File: config.mk
export PLATFORM = sky130hd
export DESIGN_NAME = bitsync_loop_ctrl
export DESIGN_NICKNAME = d
export VERILOG_FILES = /design/src/rtl/bitsync_pkg.sv /design/src/rtl/bitsync_rw_filter.sv /design/src/rtl/bitsync_loop_ctrl.sv
export SDC_FILE = /design/constraint.sdc
export NUM_CORES = 1
export LEC_CHECK = 0
export CAP_MARGIN = 0
export CORE_ASPECT_RATIO = 0.9
export CORE_MARGIN = 2
export CORE_UTILIZATION = 51
export CTS_CLUSTER_SIZE = 20
export DETAILED_ROUTE_END_ITERATION = 16
export HOLD_SLACK_MARGIN = 0.03
export PLACE_DENSITY = 0.83
export SYNTH_ARGS = -nofsm -noshare
export SYNTH_HDL_FRONTEND = slang
export SYNTH_SLANG_ARGS = --single-unit
File: constraint.sdc
create_clock -name clk32 -period 6.1 [get_ports clk32]
set_clock_uncertainty 0.2 [all_clocks]
set_input_delay 0.61 -clock clk32 [delete_from_list [all_inputs] [get_ports clk32]]
set_output_delay 0.61 -clock clk32 [all_outputs]
set_load 0.03 [all_outputs]
File: src/rtl/bitsync_pkg.sv
// Shared definitions for the QPSK bit-synchroniser loop controller:
// FSM state encoding and default loop parameters.
package bitsync_pkg;

  localparam int K_WIDTH_DEF  = 4;
  localparam int K_THRESH_DEF = 4;
  localparam int SETTLE_N_DEF = 2;
  localparam int LOCK_WIN_DEF = 64;

  typedef enum logic [2:0] {
    ST_IDLE    = 3'd0,
    ST_FILTER  = 3'd1,
    ST_ADVANCE = 3'd2,
    ST_RETARD  = 3'd3,
    ST_SETTLE  = 3'd4
  } state_t;

endpackage

File: src/rtl/bitsync_rw_filter.sv
// Signed random-walk filter: integrates early/late strobes and flags when the
// next value reaches +/-K_THRESH. On overflow or clear the count returns to 0.
module bitsync_rw_filter
  import bitsync_pkg::*;
#(
  parameter int K_WIDTH  = K_WIDTH_DEF,
  parameter int K_THRESH = K_THRESH_DEF
) (
  input  logic clk32,
  input  logic rst_n,
  input  logic clear,
  input  logic en,
  input  logic up,
  input  logic down,
  output logic ovf_pos,
  output logic ovf_neg
);

  localparam logic signed [K_WIDTH-1:0] THR_POS = K_WIDTH'(K_THRESH);
  localparam logic signed [K_WIDTH-1:0] THR_NEG = -THR_POS;
  localparam logic signed [K_WIDTH-1:0] ONE     = K_WIDTH'(1);

  logic signed [K_WIDTH-1:0] value_q;
  logic signed [K_WIDTH-1:0] sum;

  // Threshold sits inside the signed range, so the count overflows before it can wrap.
  always_comb begin
    sum = value_q;
    if (en && up && !down)      sum = value_q + ONE;
    else if (en && down && !up) sum = value_q - ONE;
  end

  assign ovf_pos = en && (sum == THR_POS);
  assign ovf_neg = en && (sum == THR_NEG);

  always_ff @(posedge clk32 or negedge rst_n) begin
    if (!rst_n)                           value_q <= '0;
    else if (clear || ovf_pos || ovf_neg) value_q <= '0;
    else                                  value_q <= sum;
  end

endmodule

File: src/rtl/bitsync_loop_ctrl.sv
// Digital-PLL loop controller: random-walk filter, one-shot divider correction,
// settle window and lock detect. Optional correction counters: BITSYNC_CORR_STATS_EN.
module bitsync_loop_ctrl
  import bitsync_pkg::*;
#(
  parameter int K_WIDTH  = K_WIDTH_DEF,
  parameter int K_THRESH = K_THRESH_DEF,
  parameter int SETTLE_N = SETTLE_N_DEF,
  parameter int LOCK_WIN = LOCK_WIN_DEF
) (
  input  logic        clk32,
  input  logic        rst_n,
  input  logic        enable,
  input  logic        early,
  input  logic        late,
  input  logic        clk_d1,
  input  logic        clk_d2,
  output logic        pd_before,
  output logic        pd_after,
  output logic        lock,
  output logic [15:0] adv_cnt,
  output logic [15:0] ret_cnt,
  output state_t      dbg_state
);

  localparam int LOCK_W   = $clog2(LOCK_WIN + 1);
  localparam int SETTLE_W = $clog2(SETTLE_N + 1);

  state_t              state_q, state_d;
  logic [SETTLE_W-1:0] settle_q, settle_d;
  logic [LOCK_W-1:0]   lock_cnt_q, lock_cnt_d;
  logic                ovf_pos, ovf_neg, filt_en, adv_done, ret_done;

  assign filt_en = enable && (state_q == ST_FILTER);

  bitsync_rw_filter #(.K_WIDTH(K_WIDTH), .K_THRESH(K_THRESH)) u_filter (
    .clk32   (clk32),
    .rst_n   (rst_n),
    .clear   (!filt_en),
    .en      (filt_en),
    .up      (early),
    .down    (late),
    .ovf_pos (ovf_pos),
    .ovf_neg (ovf_neg)
  );

  // Request handshake: pd_after/pd_before is held high until the divider's matching
  // enable (clk_d2/clk_d1) is seen with it; that cycle is the consume, dropped next cycle.
  assign adv_done = pd_after && clk_d2;
  assign ret_done = pd_before && clk_d1;

  always_comb begin
    state_d    = state_q;
    settle_d   = settle_q;
    lock_cnt_d = lock_cnt_q;
    case (state_q)
      ST_IDLE: state_d = ST_FILTER;
      ST_FILTER: begin
        if (clk_d1 && (lock_cnt_q != LOCK_W'(LOCK_WIN))) lock_cnt_d = lock_cnt_q + LOCK_W'(1);
        if (ovf_pos) begin
          state_d    = ST_ADVANCE;
          lock_cnt_d = '0;
        end else if (ovf_neg) begin
          state_d    = ST_RETARD;
          lock_cnt_d = '0;
        end
      end
      ST_ADVANCE: if (adv_done) begin
        state_d  = ST_SETTLE;
        settle_d = '0;
      end
      ST_RETARD: if (ret_done) begin
        state_d  = ST_SETTLE;
        settle_d = '0;
      end
      ST_SETTLE: if (clk_d1) begin
        if (settle_q == SETTLE_W'(SETTLE_N - 1)) state_d = ST_FILTER;
        else                                     settle_d = settle_q + SETTLE_W'(1);
      end
      default: state_d = ST_IDLE;
    endcase
    if (!enable) begin
      state_d    = ST_IDLE;
      settle_d   = '0;
      lock_cnt_d = '0;
    end
  end

  always_ff @(posedge clk32 or negedge rst_n) begin
    if (!rst_n) begin
      state_q    <= ST_IDLE;
      settle_q   <= '0;
      lock_cnt_q <= '0;
    end else begin
      state_q    <= state_d;
      settle_q   <= settle_d;
      lock_cnt_q <= lock_cnt_d;
    end
  end

  // Outputs decoded from the next state so the request rises on the first ADVANCE/RETARD cycle.
  always_ff @(posedge clk32 or negedge rst_n) begin
    if (!rst_n) begin
      pd_before <= 1'b0;
      pd_after  <= 1'b0;
      lock      <= 1'b0;
    end else begin
      pd_before <= (state_d == ST_RETARD);
      pd_after  <= (state_d == ST_ADVANCE);
      lock      <= (lock_cnt_d == LOCK_W'(LOCK_WIN));
    end
  end

  assign dbg_state = state_q;

`ifdef BITSYNC_CORR_STATS_EN
  logic [15:0] adv_q, ret_q;

  always_ff @(posedge clk32 or negedge rst_n) begin
    if (!rst_n) begin
      adv_q <= '0;
      ret_q <= '0;
    end else begin
      if (adv_done && (adv_q != 16'hFFFF)) adv_q <= adv_q + 16'd1;
      if (ret_done && (ret_q != 16'hFFFF)) ret_q <= ret_q + 16'd1;
    end
  end

  assign adv_cnt = adv_q;
  assign ret_cnt = ret_q;
`else
  assign adv_cnt = 16'h0000;
  assign ret_cnt = 16'h0000;
`endif

endmodule
# Yosys cells after proc, flatten, opt, wreduce, memory -nomap -nowiden

Index checks and enable logic that the tools add are counted.

Bits in latches: 0
Memory bits (writable): 0
Memories: 0
Bits in read-only memories: 0
Flip-flop bits (word level): 19
Input bits: 7
Word-level logic and storage cells: 66
Output and inout bits: 38

Divide/modulo/power cells: 0
Shift-type cells: 0
Equality and inequality tests: 16
Order comparisons: 0
Multiply operators: 0
Add/sub/neg operators: 4
Reductions and logical operators: 17
Multiplexer cells: 22
Bitwise logic cells: 0

Operators by type and width:

| cell                                                                     | count |
|---|---|
| 7-bit two-way mux                                                        | 5 |
| 3-bit two-way mux                                                        | 7 |
| 3-bit case mux with 5 select lines                                       | 1 |
| 3-bit by 2-bit equality test with 1-bit output (second input constant)   | 4 |
| 4-bit two-way mux                                                        | 3 |
| 3-bit inequality test (second input constant)                            | 4 |
| 1-bit logical AND                                                        | 10 |
| 2-bit two-way mux                                                        | 5 |
| 7-bit by 1-bit adder with 7-bit output (second input constant)           | 1 |
| 7-bit equality test (second input constant)                              | 1 |
| 7-bit inequality test (second input constant)                            | 1 |
| 2-bit case mux with 3 select lines                                       | 1 |
| 5-bit AND reduction                                                      | 1 |
| 4-bit by 2-bit adder with 4-bit output (second input constant)           | 1 |
| 4-bit by 3-bit equality test with 1-bit output (second input constant)   | 1 |
| 4-bit equality test (second input constant)                              | 1 |
| 4-bit by 1-bit inequality test with 1-bit output (second input constant) | 1 |
| 4-bit by 2-bit subtractor with 4-bit output (second input constant)      | 1 |
| 3-bit by 1-bit equality test with 1-bit output (second input constant)   | 1 |
| 3-bit equality test (second input constant)                              | 1 |
| 1-bit logical NOT                                                        | 3 |
| 3-bit logical NOT                                                        | 1 |
| 2-bit by 1-bit adder with 2-bit output (second input constant)           | 1 |
| 2-bit by 1-bit equality test with 1-bit output (second input constant)   | 1 |
| 1-bit logical OR                                                         | 2 |

# Logic depth before layout (Yosys ltp)

Gate-level depths: netlist of run 1.

Word-level depth: 13
Mapped depth: 7
Mapped depth without buffers: 7

# Hierarchy

A second synthesis of run 1 with hierarchy kept.

Cells, all modules: 171
Area, all modules: 1507.7 µm²

Modules (own cells, without submodules):

| module            | sequential area each (µm²) | times used | cells each | area each (µm²) |
|---|---|---|---|---|
| bitsync_loop_ctrl | 375.4                      | 1          | 130        | 1143.6 |
| bitsync_rw_filter | 100.1                      | 1          | 41         | 364.1 |

# Worst setup path before layout of run 1

Ideal clock, no wire load.

Path type: register to register
Start: register state_q[0], in the netlist dbg_state[0]
End: register lock
Cell stages (with the launch flop): 8
Arrival time: 1.943 ns
Setup slack: 3.845 ns
Required time: 5.789 ns
Path through: dfrtp_1 -> buf_4 -> or3b_1 -> buf_6 -> a211oi_4 -> nand2_2 -> a22o_1 -> a2111oi_2

Word-level cells in the longest chain between the ends: 13

Ends and longest elaborated chain:

| what                                             | line                                             | source |
|---|---|---|
| start, declared                                  | bitsync_loop_ctrl.sv:29                          | `state_t state_q, state_d;` |
| start signal, assigned                           | bitsync_loop_ctrl.sv:95                          | `state_q <= state_d;` |
| 3-bit by 1-bit equality test with 1-bit output * | bitsync_loop_ctrl.sv:34, bitsync_loop_ctrl.sv:56 |  |
| 1-bit logical AND                                | bitsync_loop_ctrl.sv:34                          | `assign filt_en = enable && (state_q == ST_FILTER);` |
| 1-bit logical AND (2 in a row)                   | bitsync_rw_filter.sv:30                          | `else if (en && down && !up) sum = value_q - ONE;` |
| 4-bit two-way mux                                | bitsync_rw_filter.sv:30                          |  |
| 4-bit two-way mux                                | bitsync_rw_filter.sv:29                          | `if (en && up && !down) sum = value_q + ONE;` |
| 4-bit by 3-bit equality test with 1-bit output   | bitsync_rw_filter.sv:34                          | `assign ovf_neg = en && (sum == THR_NEG);` |
| 1-bit logical AND                                | bitsync_rw_filter.sv:34                          |  |
| 7-bit two-way mux                                | bitsync_loop_ctrl.sv:63                          | `end else if (ovf_neg) begin` |
| 7-bit two-way mux                                | bitsync_loop_ctrl.sv:60                          | `if (ovf_pos) begin` |
| 7-bit two-way mux *                              | bitsync_loop_ctrl.sv:56                          | `case (state_q)` |
| 7-bit two-way mux *                              | bitsync_loop_ctrl.sv:82                          | `if (!enable) begin` |
| 7-bit equality test *                            | bitsync_loop_ctrl.sv:110                         | `lock <= (lock_cnt_d == LOCK_W'(LOCK_WIN));` |
| end signal, assigned                             | bitsync_loop_ctrl.sv:110                         |  |
| end, declared                                    | bitsync_loop_ctrl.sv:20                          | `output logic lock,` |

Every way passes the cells marked *; elsewhere a longest branch is shown, timed or not.
A chain may end at the register's enable or synchronous reset.

# Worst setup path after layout of run 1

Start: input port early
End: register pd_after

Word-level cells in the longest chain between the ends: 11

Ends and longest elaborated chain:

| what                                             | line                     | source |
|---|---|---|
| start, declared                                  | bitsync_loop_ctrl.sv:14  | `input logic early,` |
| 1-bit logical NOT                                | bitsync_rw_filter.sv:30  |  |
| 1-bit logical AND                                | bitsync_rw_filter.sv:30  |  |
| 4-bit two-way mux                                | bitsync_rw_filter.sv:30  |  |
| 4-bit two-way mux *                              | bitsync_rw_filter.sv:29  |  |
| 4-bit by 3-bit equality test with 1-bit output   | bitsync_rw_filter.sv:34  |  |
| 1-bit logical AND                                | bitsync_rw_filter.sv:34  |  |
| 3-bit two-way mux                                | bitsync_loop_ctrl.sv:63  |  |
| 3-bit two-way mux *                              | bitsync_loop_ctrl.sv:60  |  |
| 3-bit case mux with 5 select lines *             | bitsync_loop_ctrl.sv:56  |  |
| 3-bit two-way mux *                              | bitsync_loop_ctrl.sv:82  |  |
| 3-bit by 2-bit equality test with 1-bit output * | bitsync_loop_ctrl.sv:109 | `pd_after <= (state_d == ST_ADVANCE);` |
| end signal, assigned                             | bitsync_loop_ctrl.sv:109 |  |
| end, declared                                    | bitsync_loop_ctrl.sv:19  | `output logic pd_after,` |

Marked as above.

==> results of run 1 <==
logic make-up after synthesis:
family                     Yosys count  synth area share (%)
adders and majority gates            5                  3.98
and+or+nand+nor                     67                  22.6
AOI/OAI and AO/OA                   36                  17.1
other                                1                 0.239
DFF                                 19                  30.3
buffers and inverters               46                  19.5
muxes                                1                 0.717
xor gates and xnor gates            10                  5.57
per-layer routing:
layer / up-vias / wire length, um
li1: 604 / -
met1: 569 / 1260
met2: 35 / 1300
met3: 2 / 171
met4: 0 / 14
met5: - / 0
Yosys cell counts, drive strengths merged (2+ instances only):
cell	number
a2111oi	2
a211o	2
a211oi	3
a21oi	7
a31oi	2
and2	2
and3	3
buf	36
clkbuf	2
dfrtp	19
ha	5
inv	8
nand2	15
nand3	6
nand3b	2
nand4	2
nor2	18
nor3	5
nor3b	4
o211ai	3
o21ai	6
o31ai	2
xnor2	4
xor2	6
cells in the final DEF (no fill, tap or decap), types with 2 or more instances in the layout:
cell type,instances
dfrtp_1,19
a211oi_1,2
a31oi_1,2
and2_1,2
nand4_1,2
o21ai_0,5
xor2_1,6
conb_1,32
and3_1,3
nor3_1,5
nand3b_1,2
clkdlybuf4s50_1,12
clkbuf_4,3
o211ai_1,3
a21oi_1,7
nor3b_1,4
a211o_1,2
nand3_1,6
xnor2_1,4
ha_1,5
inv_1,8
o31ai_1,2
nor2_1,18
nand2_1,14
flip-flops by register name (all words and copies together) (netlist names):
| register | cells |
|---|---|
| dbg_state | 3 |
| pd_after | 1 |
| lock | 1 |
| lock_cnt_q | 7 |
| settle_q | 2 |
| pd_before | 1 |
| u_filter.value_q | 4 |
power breakdown:
part	total (W)	internal (W)	switching [W]
clock	0.0000630	0.0000255	0.0000376
sequential	0.000133	0.000129	0.00000415
combinational	0.0000711	0.0000183	0.0000528
worst register-to-register path: stages (launching register included):
cell	delay (ns)
dfrtp_1	0.43
inv_1	0.09
ha_1	0.34
and3b_1	0.18
o21ai_1	0.25
a211o_1	0.21
o211ai_1	0.15
a2111oi_2	0.37
final cells by class:
class                      count  area share, %
tap                           42           3.26
inverter                       8           1.86
sequential                    19           29.5
multi-input combinational    151           56.3
timing repair buffer          12           7.46
clock buffer                   4           1.63
per-stage QoR:
step | worst slack, ns | total power, W | area (um^2) | cells | hold WS [ns]
final | 3.52 | 0.000267 | 1610 | 236 | 0.347
after global routing | 3.33 | 0.000282 | 1610 | 236 | 0.386
after CTS | 3.51 | 0.000270 | 1610 | 236 | 0.354
after global placement | 3.24 | 0.000206 | 1580 | 232 | 0.307
after floorplan | 3.85 | 0.000210 | 1690 | 216 | 0.114
after detailed placement | 3.21 | 0.000206 | 1580 | 232 | 0.329
worst min path at each step:
stage                                       start                 endpoint  slack (ns)  cells past startpoint
final                     settle_q[1]$_DFFE_PN0P_  settle_q[1]$_DFFE_PN0P_        0.35                      2
after global routing      settle_q[0]$_DFFE_PN0P_  settle_q[0]$_DFFE_PN0P_        0.39                      2
after CTS                 settle_q[1]$_DFFE_PN0P_  settle_q[1]$_DFFE_PN0P_        0.35                      2
after detailed placement  settle_q[1]$_DFFE_PN0P_  settle_q[1]$_DFFE_PN0P_        0.33                      2
after global placement    settle_q[1]$_DFFE_PN0P_  settle_q[1]$_DFFE_PN0P_        0.31                      2
after floorplan                             rst_n   dbg_state[0]$_DFF_PN0_        0.11                      0
==> summary.md, run 1 <==
| Metric | Value |
|---|---|
| CTS tree | `built` |
| GR Util met3 | `4.21%` |
| CTS buffer count | `3` |
| Core area | `0.00300 mm^2` |
| Row cnt | `19` |
| H-tree depth | `1` |
| Fin crit share | `42.3%` |
| Routed vias/inst | `5.13` |
| Clk pin slew, worst setup/hold paths | `0.11 ns` |
| Synth Area per Inst | `8.49 um^2` |
| Pin count of the biggest net entering global routing | `20` |
| CP Capture Point | `pd_after$_DFF_PN0_` |
| Vias | `1,210` |
| Crit. Startpoint | `early` |
| Hold Crit Class | `reg2reg` |
| Reg2Reg Launch Point | `u_filter.value_q[0]$_DFF_PN0_` |
| Tmin final | `2.58 ns` |
| Hold Fails Final Rpt | `0` |
| Max clock buf depth | `2` |
| Yosys top cell by area | `dfrtp_1` |
| Max FO, Critical Path | `11` |
| Hold_buf cts | `0` |
| Worst Path Buf+Inv | `1` |
| YS warnings | `0` |
| Post-CTS Setup Inserts | `0` |
| Final core utilization | `53.8%` |
| Reg2reg end | `lock$_DFF_PN0_` |
| CP top delay family | `compound AO/OA/AOI/OAI gates` |
| Critical path launch point type | `input port` |
| Seq/Total Area, Yosys | `30.3%` |
| Achievable Freq | `0.387 GHz` |
| EDFF count, synth | `0` |
| Seq cells post-synth | `19` |
| Arr. time, crit path | `2.60 ns` |
| Area contributors post-synth | `dfrtp_1 30%, buf_4 16%, nor2_1 4.3%` |
| Rel. slew slack | `43.0%` |
| Area of the multi-input gates | `906 um^2` |
| Reg area | `475 um^2` |
| Placer congestion estimate | `0.843` |
| CTS root buf | `clkbuf_4` |
| Slew @ Worst Pin | `0.853 ns` |
| Iteration-0 DRC Markers | `43` |
| DP HPWL | `2110 um` |
| Fill count | `293` |
| Pwr/cell area | `166 mW/mm^2` |
| Dominant synthesized flop cell | `dfrtp_1` |
| Global Route Usage Sum | `16.7%` |
| Synth top area share | `30.3%` |
| Initial Util | `52.5%` |
| Final wirelength | `2740 um` |
| Distinct cells, synth | `51` |
| RSZ-0062 raised after global routing | `no` |
| Flop-to-flop setup slack | `3.80 ns` |
| Mapped Cells | `185` |
| Max-slew violation count | `0` |
| Max rail drop VDD | `0.0000884 V` |
| CP Capture Type | `register` |
| Largest stage delay, worst path | `0.57 ns` |
| Share of layout cells above drive strength 1 | `4.64%` |
| Clock network latency to the later pin of the worst-skew pair | `0.30 ns` |
| CP Cell Sequence | `clkdlybuf4s50_1, xnor2_1, o21ai_0, a221o_1, o31ai_1, nor3b_1` |
| DRC | `0` |
| Drt first pass iters | `4` |
| Grt peak-use layer | `met2` |
| Sink Count | `19` |
| First-pass GRT wire length | `4800 um` |
| GR Layer Usage met2 | `28.4%` |
| Number of cells on the critical path | `6` |
| Grt total ovfl | `0` |
| Max-cap violations | `0` |
| Critical Path RT | `6.12 ns` |
| Antenna Nets Post-Route | `0` |
| Die Y | `56.7 um` |
| Pleak | `0.736 nW` |
| Antenna violations before repair | `0` |
| Setup violations, final | `0` |
| WL/cell | `11.6 um` |
| Post-cts resize count | `0` |
| Area of the mapped netlist | `0.00157 mm^2` |
| Diodes inserted | `0` |
| Port-buffer cells | `12` |
| Total negative setup slack | `0 ns` |
| Asr flop ratio synth | `100%` |
| Final nets | `207` |
| Depth of the worst register-to-register path | `7` |
| M1 GR Usage | `21.3%` |
| Die width | `62.5 um` |
| CP max-delay cell | `clkdlybuf4s50_1` |
| I/O pins | `45` |
| Status | `complete, no violations` |
| Vias in the first global route | `1,099` |
| Crit Path Category | `in2reg` |
| Die ar. | `0.00354 mm^2` |
| Layout area overhead | `2.47%` |
No activity file was read; power rests on OpenSTA's default activity.
==> run 2, diff against run 1 <==
Settings changed: CORE_UTILIZATION 51 to 48, PLACE_DENSITY 0.83 to 0.79.
Clock period 6.1 ns to 2.58 ns, I/O delays scaled along.
==> summary.md, run 2 (synthesis results as in run 1) <==
| Metric | Value |
|---|---|
| Pin count of the biggest net entering global routing | `20 (unchanged)` |
| Pleak | `0.756 nW (+2.7%)` |
| Rel. slew slack | `47.8% (+4.8 points)` |
| Die ar. | `0.00375 mm^2 (+5.8%)` |
| Largest Register | `lock_cnt_q` |
| Core area | `0.00309 mm^2 (+3.2%)` |
| H-tree depth | `1 (unchanged)` |
| DP HPWL | `2170 um (+2.6%)` |
| Crit. Startpoint | `u_filter.value_q[0]$_DFF_PN0_` |
| Max FO, Critical Path | `5 (-6)` |
| Vias | `1,230 (+1.7%)` |
| Slack of the critical path | `0.212 ns (-3.31 ns)` |
| WL/cell | `11.7 um (+0.49%)` |
| Flop-to-flop setup slack | `0.21 ns (-3.59 ns)` |
| Share of layout cells above drive strength 1 | `6.57% (+1.9 points)` |
| Fin crit share | `91.8%` |
| Diodes inserted | `0 (unchanged)` |
| Depth of the worst register-to-register path | `7 (unchanged)` |
| Status | `complete, no violations` |
| Most frequent cells in the layout | `32 x conb_1, 19 x dfrtp_1, 18 x nor2_1` |
| Arr. time, crit path | `2.38 ns (-0.22 ns)` |
| Global Route Usage Sum | `16.1% (-0.57 points)` |
| Reg area | `475 um^2 (unchanged)` |
| Post-cts resize count | `0 (unchanged)` |
| Antenna violations before repair | `0 (unchanged)` |
| Tmin final | `2.37 ns` |
| Max rail drop VDD | `0.000243 V (+170%)` |
| Drt first pass iters | `5 (+1)` |
| Hold Crit Class | `in2async` |
| Final instance area | `0.00164 mm^2 (+1.9%)` |
| Clock network latency to the later pin of the worst-skew pair | `0.29 ns (about the same)` |
| Sink Count | `19 (unchanged)` |
| Achievable Freq | `0.422 GHz` |
| CTS tree | `built` |
| Hold slack | `0.0925 ns (-0.255 ns)` |
| Critical Path RT | `2.59 ns (-3.53 ns)` |
| DRC | `0 (unchanged)` |
| Max-slew violation count | `0 (unchanged)` |
| Layout area overhead | `4.38%` |
| Total negative setup slack | `0 ns (unchanged)` |
| Reg2Reg Launch Point | `u_filter.value_q[0]$_DFF_PN0_` |
| Area of the multi-input gates | `906 um^2 (unchanged)` |
| Final nets | `211 (+1.9%)` |
| Max-cap violations | `0 (unchanged)` |
| Antenna Nets Post-Route | `0 (unchanged)` |
| Grt total ovfl | `0 (unchanged)` |
| Slew @ Worst Pin | `0.771 ns (-0.0816 ns)` |
| CP Capture Type | `register` |
| Row cnt | `19 (unchanged)` |
| Dpl cell area | `0.00161 mm^2 (+1.9%)` |
| Port-buffer cells | `12 (unchanged)` |
| Largest register FFs | `7 (unchanged)` |
| Crit Path Category | `reg2reg` |
| Pre-CTS WS | `0.00209 ns (-3.20 ns)` |
| Pwr/cell area | `387 mW/mm^2 (+130%)` |
| Max clock buf depth | `2 (unchanged)` |
| Hold Fails Final Rpt | `0 (unchanged)` |
| Reg2reg end | `pd_after$_DFF_PN0_` |
| CTS root buf | `clkbuf_4` |
| Routed vias/inst | `5.13 (about the same)` |
| Final wirelength | `2800 um (+2.2%)` |
| Die width | `64.3 um (+2.9%)` |
| Post-CTS Setup Inserts | `0 (unchanged)` |
| Commonest non-fill, non-tap cell in the layout | `conb_1` |
| Critical path launch point type | `register` |
| Die Y | `58.3 um (+2.9%)` |
| Vias in the first global route | `1,101 (+0.18%)` |
| CTS buffer count | `3 (unchanged)` |
| Setup violations, final | `0 (unchanged)` |
| Iteration-0 DRC Markers | `47 (+9.3%)` |
| Clk pin slew, worst setup/hold paths | `0.10 ns (about the same)` |
| First-pass GRT wire length | `4700 um (-2.2%)` |
| I/O pins | `45 (unchanged)` |
| RSZ-0062 raised after global routing | `no` |
| Placer congestion estimate | `0.837 (-0.72%)` |
| Hold_buf cts | `0 (unchanged)` |
| Initial Util | `50.9% (-1.6 points)` |
| Fill count | `302 (+3.1%)` |
## run 2: changes by cell type in the layout (fill, tap and decap cells not counted), sizes merged
| cell | previous run | this run |
|---|---|---|
| buf | 0 | 4 |
## run 2: power breakdown
part	leakage [nW]	total [W]	internal (W)	switching, W
combinational	0.478	0.000178	0.0000478	0.000130
sequential	0.262	0.000311	0.000304	0.00000715
clock	0.0150	0.000146	0.0000602	0.0000854
total	0.756	0.000634	0.000412	0.000223
## run 2: worst max path at each step
| stage | endpoint | depth (start not counted) |
|---|---|---|
| 2_1_floorplan | lock$_DFF_PN0_ | 7 |
| 6_report | pd_after$_DFF_PN0_ | 7 |
| 4_1_cts | pd_after$_DFF_PN0_ | 7 |
| 3_5_place_dp | dbg_state[0]$_DFF_PN0_ | 6 |
| 3_3_place_gp | dbg_state[0]$_DFF_PN0_ | 6 |
| 5_1_grt | pd_after$_DFF_PN0_ | 7 |
## run 2: per-stage QoR
stage                     utilization (%)  total power (W)  std cells
final                                53.1         0.000634        240
after CTS                            53.1         0.000643        240
after detailed placement             52.2         0.000493        236
after global placement               52.2         0.000492        236
after floorplan                         -         0.000497        216
after global routing                 53.1         0.000675        240
## run 2: layout make-up
class | instances | share of cell area, %
clock buffers | 4 | 1.60
well taps | 42 | 3.20
multi-input cells | 151 | 55.2
repair buffers | 16 | 9.15
inverters | 8 | 1.83
flip-flops and latches | 19 | 29.0
## run 2: critical path: stages, from the launching register on
cell and delay, ns:
dfrtp_1 0.44, inv_1 0.09, ha_1 0.34, nor3b_1 0.20, o21ai_1 0.14, a211oi_1 0.39, o21ai_0 0.25, nor3b_1 0.24
## run 2: metal layers
metal  vias up  track usage (%)  wire (um)
li1        612                -          -
met1       568             20.0       1320
met2        46             28.1       1310
met3         4             4.08        145
met4         0             4.26         27
met5         -                0          0
==> run 3, diff against run 2 <==
Settings changed: SLEW_MARGIN from default to 10.
==> results of run 3 <==
Final layout, timing and power as in run 2 (identical DEF).
